`src/rtl/mem_access_ctrl.sv`:
```
// mem_access_ctrl: MEM-stage load/store sequencer between the pipeline and the data memory port.
// Latency: request is issued the cycle after an aligned access is seen; DONE follows the dmem_ack cycle.
// Backpressure: combinational stall holds the pipeline from the access cycle through every REQ cycle.
// Optional build macro MEM_TIMEOUT_EN: abort a request that sees no dmem_ack within TIMEOUT REQ cycles.
module mem_access_ctrl #(
    parameter int TIMEOUT = 16
) (
    input  logic        clk,
    input  logic        rst,
    input  logic        mem_read_in,
    input  logic        mem_write_in,
    input  logic [31:0] addr_in,
    input  logic [31:0] wdata_in,
    input  logic        flush,
    output logic        dmem_req,
    output logic        dmem_we,
    output logic [31:0] dmem_addr,
    output logic [31:0] dmem_wdata,
    input  logic        dmem_ack,
    input  logic [31:0] dmem_rdata,
    output logic        stall,
    output logic [31:0] load_data,
    output logic        load_valid,
    output logic        err_flag,
    output logic [1:0]  err_code
);

    typedef enum logic [1:0] {
        S_IDLE = 2'd0,
        S_REQ  = 2'd1,
        S_DONE = 2'd2
    } state_t;

    // The counter is 8 bits wide, so the abort threshold must fit in it.
    if (TIMEOUT < 2 || TIMEOUT > 255) begin : g_timeout_range
        $error("mem_access_ctrl: TIMEOUT must lie in 2..255");
    end

    state_t r_state;
    state_t w_next;
    logic   w_access;
    logic   w_aligned;
    logic   w_timeout;
    logic   r_is_read;
    logic   r_flushed;

    // A flushed instruction is not an access; an access with a write is always a store.
    assign w_access  = (mem_read_in | mem_write_in) & ~flush;
    assign w_aligned = (addr_in[1:0] == 2'b00);

`ifdef MEM_TIMEOUT_EN
    logic [7:0] r_tmo_cnt;

    // Abort fires on the TIMEOUT-th consecutive REQ cycle without an ack.
    assign w_timeout = (r_state == S_REQ) && !dmem_ack && (r_tmo_cnt == 8'(TIMEOUT - 1));

    // Wait counter: cleared on REQ entry, counts REQ cycles that see no ack.
    always_ff @(posedge clk) begin
        if (rst) begin
            r_tmo_cnt <= 8'd0;
        end else if (r_state == S_IDLE && w_access && w_aligned) begin
            r_tmo_cnt <= 8'd0;
        end else if (r_state == S_REQ && !dmem_ack && !w_timeout) begin
            r_tmo_cnt <= r_tmo_cnt + 8'd1;
        end
    end
`else
    // Without the timeout option REQ waits for dmem_ack indefinitely.
    assign w_timeout = 1'b0;
`endif

    // Next-state and stall decode; stall is forced low while reset is held.
    always_comb begin
        w_next = r_state;
        stall  = 1'b0;
        case (r_state)
            S_IDLE: begin
                if (w_access && w_aligned) begin
                    stall  = 1'b1;
                    w_next = S_REQ;
                end
            end
            S_REQ: begin
                stall = 1'b1;
                if (dmem_ack || w_timeout) begin
                    w_next = S_DONE;
                end
            end
            S_DONE: begin
                // Pipeline advances at the end of DONE; inputs here belong to the old instruction.
                w_next = S_IDLE;
            end
            default: begin
                w_next = S_IDLE;
            end
        endcase
        if (rst) begin
            stall = 1'b0;
        end
    end

    // State register.
    always_ff @(posedge clk) begin
        if (rst) begin
            r_state <= S_IDLE;
        end else begin
            r_state <= w_next;
        end
    end

    // Memory request, load return and sticky error registers.
    always_ff @(posedge clk) begin
        if (rst) begin
            dmem_req   <= 1'b0;
            dmem_we    <= 1'b0;
            dmem_addr  <= 32'd0;
            dmem_wdata <= 32'd0;
            load_data  <= 32'd0;
            load_valid <= 1'b0;
            err_flag   <= 1'b0;
            err_code   <= 2'b00;
            r_is_read  <= 1'b0;
            r_flushed  <= 1'b0;
        end else begin
            load_valid <= 1'b0;
            case (r_state)
                S_IDLE: begin
                    if (w_access) begin
                        if (w_aligned) begin
                            dmem_req   <= 1'b1;
                            dmem_we    <= mem_write_in;
                            dmem_addr  <= addr_in;
                            dmem_wdata <= wdata_in;
                            r_is_read  <= ~mem_write_in;
                            r_flushed  <= 1'b0;
                        end else begin
                            err_flag <= 1'b1;
                            err_code <= 2'b01;
                        end
                    end
                end
                S_REQ: begin
                    // A flush cannot cancel an issued request; it only hides the load result.
                    if (flush) begin
                        r_flushed <= 1'b1;
                    end
                    if (dmem_ack) begin
                        dmem_req <= 1'b0;
                        if (r_is_read) begin
                            load_data  <= dmem_rdata;
                            load_valid <= ~(r_flushed | flush);
                        end
                    end else if (w_timeout) begin
                        dmem_req  <= 1'b0;
                        load_data <= 32'd0;
                        err_flag  <= 1'b1;
                        err_code  <= 2'b10;
                    end
                end
                default: begin
                end
            endcase
        end
    end

endmodule

```
`config.mk`:
```
export PLATFORM = sky130hd
export DESIGN_NAME = mem_access_ctrl
export DESIGN_NICKNAME = d
export VERILOG_FILES = /design/src/rtl/mem_access_ctrl.sv
export SDC_FILE = /design/constraint.sdc
export NUM_CORES = 1
export LEC_CHECK = 0
export BUFFER_PORTS_ARGS = -buffer_cell sky130_fd_sc_hd__clkbuf_2
export CAP_MARGIN = 20
export CORE_MARGIN = 3
export CORE_UTILIZATION = 50
export CTS_BUF_LIST = sky130_fd_sc_hd__clkbuf_2 sky130_fd_sc_hd__clkbuf_4 sky130_fd_sc_hd__clkbuf_8
export CTS_CLUSTER_DIAMETER = 50
export DETAILED_ROUTE_END_ITERATION = 12
export PLACE_DENSITY = 0.9
export SLEW_MARGIN = 20
export SYNTH_ARGS = -nofsm -noshare
export SYNTH_HDL_FRONTEND = slang
export SYNTH_SLANG_ARGS = --single-unit
export TNS_END_PERCENT = 20
```
`constraint.sdc`:
```
create_clock -name clk -period 4.5 [get_ports clk]
set_input_delay 0.9 -clock clk [delete_from_list [all_inputs] [get_ports clk]]
set_output_delay 0.9 -clock clk [all_outputs]
set_load 0.01 [all_outputs]
```
==> impl_metrics.env <==
export IMPL_post_cts_buffers=0
export IMPL_critPathRequiredTime_ns=3.60
export IMPL_synth_area_sq_mm=0.004310
export IMPL_dieArea_sq_mm=0.009771
export IMPL_outcome="completed"
export IMPL_synthAdderAreaFrac_pct=0
export IMPL_worst_setup_path_start_kind="input pin"
export IMPL_crit_type="in -> out"
export IMPL_r2r_start="r_state[1]"
export IMPL_period_minus_slack_ns=2.687
export IMPL_wirelength_um=9962
export IMPL_grt_start_max_net_pins=118
export IMPL_slowest_delay_ns=0.35
export IMPL_regToRegSetupSlack_ns=2.72
export IMPL_syn_inst=455
export IMPL_synth_nets=557
export IMPL_yosys_mux_area_fraction_pct=14.89
export IMPL_grtUsageTotal_pct=20.27
export IMPL_routabilityCongestion=0.8848
export IMPL_max_clock_freq_ghz=0.3721
export IMPL_relSlewSlack_pct=46.05
export IMPL_cts_tree="done"
export IMPL_finalNonFillerCells=747
export IMPL_synthXorXnorAreaFrac_pct=0
export IMPL_ys_types=31
export IMPL_hold_end="load_data[12]"
export IMPL_cts_sinks=104
export IMPL_io_pins=205
export IMPL_htree_num_levels=3
export IMPL_synth_seq_area_share_pct=48.30
export IMPL_synth_simple_area_share_pct=26.59
export IMPL_hold_viol_final=0
export IMPL_core_area_sq_mm=0.008299
export IMPL_cts_resized=0
export IMPL_min_from="load_data[12]"
export IMPL_post_route_period_util_pct=59.71
export IMPL_cpMostUsedCell="clkbuf_2"
export IMPL_fin_skew_ns=0.01203
export IMPL_cp_cell_sequence="clkbuf_2 > o21bai_1 > nor3_1 > o21a_1 > clkbuf_2"
export IMPL_worst_slew_pin_slew_ns=0.8093
export IMPL_grt_pass1_vias=3584
export IMPL_synth_top_area_share_pct=48.30
export IMPL_hold_buffers=0
export IMPL_rr_endpoint="dmem_wdata[25]"
export IMPL_yosysTopAreaCell="dfxtp_1"
export IMPL_core_rowCount=33
export IMPL_ir_drop_v=0.0002057
export IMPL_antenna_cells=0
export IMPL_hold_path_depth=2
export IMPL_cp_arrival_ns=1.79
export IMPL_nets=739
export IMPL_vias=3668
export IMPL_cts_made_buffers=9
export IMPL_dp_cells=731
export IMPL_whs_ns=0.4599
export IMPL_die_h_um=98.85
export IMPL_p_leak_nw=2.397
export IMPL_drv_cap=0
export IMPL_drcViolationCount=0
export IMPL_end_kind="output pin"
export IMPL_reg2reg_depth=3
export IMPL_syn2layout_area_growth_pct=27.63
export IMPL_synth_top_family_by_area="simple AND/OR/NAND/NOR gates"
export IMPL_drive_gt1_share_pct=35.05
export IMPL_timing_final_ws_setup_ns=1.813
export IMPL_design_area_sq_mm=0.005502
export IMPL_die_w_um=98.85
export IMPL_synth_area_per_cell_sq_um=9.473
export IMPL_dr_pass1_iters=6
export IMPL_viasPerCell=4.910
export IMPL_overflow=0
export IMPL_clk_latency_ns=0.35
export IMPL_cp_max_fo=4
export IMPL_ant_nets=0
export IMPL_critPathSlowestCell="o21bai_1"
export IMPL_wl_per_cell_um=13.34
export IMPL_dpl_cell_area_sq_mm=0.005301
export IMPL_synth_compound_area_share_pct=5.196
export IMPL_numPortBuffers=203
export IMPL_cts_clk_slew_worst_paths_ns=0.09
export IMPL_rsz0062_at_grt="no"
export IMPL_cts_buffer_depth=2
export IMPL_setup_viol=0
export IMPL_grt_pass1_wl_um=16310
export IMPL_synth_seq_cells=104
export IMPL_ctsRootBufferMaster="clkbuf_8"
export IMPL_powerDensity_mw_per_mm2=309.3
export IMPL_initial_utilization_pct=51.94
export IMPL_yosysWarningCount=0
export IMPL_dp_hpwl_um=7532
export IMPL_place_worst_setup_slack_ns=1.816
export IMPL_fin_tns_setup_ns=0
export IMPL_drt_iter0_markers=100
export IMPL_synthTopCellsByArea="dfxtp_1 48%, nand2b_1 18%, mux2i_1 15%"
export IMPL_slew_viol_final=0
export IMPL_worstHoldPathType="reg -> reg"
export IMPL_antenna_found_initial=0
worst max-delay path: cells and delay by family:
family	cells	cell delay, ns
AOI/OAI and AO/OA	2	0.54
buffers and inverters	2	0.23
and+or+nand+nor	1	0.12
stage by stage:
step	util, %	total power [W]
final	66.29	0.001701
after global routing	66.29	0.001785
after CTS	66.27	0.001723
after detailed placement	63.88	0.001138
after global placement	63.88	0.001132
after floorplan	-	0.001064
layout by cell type (no fill, tap or decap), drive strengths merged, types with 2 or more instances in the layout:
master  instances
a21oi          34
buf             5
clkbuf        211
clkinv          2
dfxtp         104
inv             7
mux2i          63
nand2          64
nand2b        126
nor2            3
nor2b           3
nor3            2
nor3b           2
cells in the mapped netlist:
| library cell | n |
|---|---|
| nand2b_1 | 126 |
| dfxtp_1 | 104 |
| nand2_1 | 64 |
| mux2i_1 | 63 |
| a21oi_1 | 34 |
| clkbuf_1 | 18 |
| buf_2 | 8 |
| buf_4 | 5 |
| inv_1 | 3 |
| nor2_1 | 3 |
| nor2b_1 | 3 |
| buf_6 | 2 |
| buf_8 | 2 |
| nor3_1 | 2 |
| nor3b_1 | 2 |
| a22o_1 | 1 |
| a31oi_1 | 1 |
| and3_1 | 1 |
| and4b_1 | 1 |
| buf_1 | 1 |
| conb_1 | 1 |
| mux2_1 | 1 |
| nand4b_1 | 1 |
| nor4_1 | 1 |
| nor4b_4 | 1 |
| o21a_1 | 1 |
| o21ai_0 | 1 |
| o21ba_1 | 1 |
| o21bai_1 | 1 |
| o41ai_1 | 1 |
| or4_1 | 1 |
flip-flops by register name (all words and copies together) (netlist names):
register    flops
dmem_addr      32
dmem_req        1
dmem_wdata     32
dmem_we         1
err_code        1
load_data      32
load_valid      1
r_flushed       1
r_is_read       1
r_state         2
worst max-delay path by stage:
stage	start	end	slack [ns]	cells past startpoint
6_report	mem_write_in	stall	1.81	5
5_1_grt	mem_write_in	stall	1.74	5
4_1_cts	mem_write_in	stall	1.81	5
3_5_place_dp	mem_write_in	stall	1.82	5
3_3_place_gp	mem_write_in	stall	1.83	5
2_1_floorplan	rst	stall	2.08	4
power breakdown:
part | switching, W | total [W] | leakage, nW | internal (W)
Combinational | 0.0000765 | 0.000165 | 1.45 | 0.0000880
Clock | 0.000322 | 0.000586 | 0.105 | 0.000264
Sequential | 0.0000116 | 0.000951 | 0.841 | 0.000939
Total | 0.000411 | 0.00170 | 2.40 | 0.00129
routing by layer:
layer | share of wire [%] | vias up | global-route usage [%]
li1 | - | 1833 | -
met2 | 47 | 169 | 33.94
met4 | 1.6 | 0 | 7.353
met5 | 0 | - | 0
met3 | 11 | 14 | 6.369
met1 | 41 | 1652 | 24.47
area by class of cell:
type / instances / area, sq um
Timing Repair Buffer: 207 / 1061
Sequential cell: 104 / 2082
Multi-Input combinational cell: 312 / 2017
Tap cell: 105 / 131.4
Clock buffer: 9 / 123.9
Inverter: 3 / 11.26
Fill cell: 665 / 2798
Clock inverter: 7 / 75.07
kinds of logic (layout without fill, tap and decap cells):
logic type             after synthesis  after routing
muxes                               64             64
AOI/OAI and AO/OA                   41             41
other                                1              1
DFF                                104            104
and+or+nand+nor                    206            206
buffers and inverters               39            226
(Power assumes the default switching activity.)
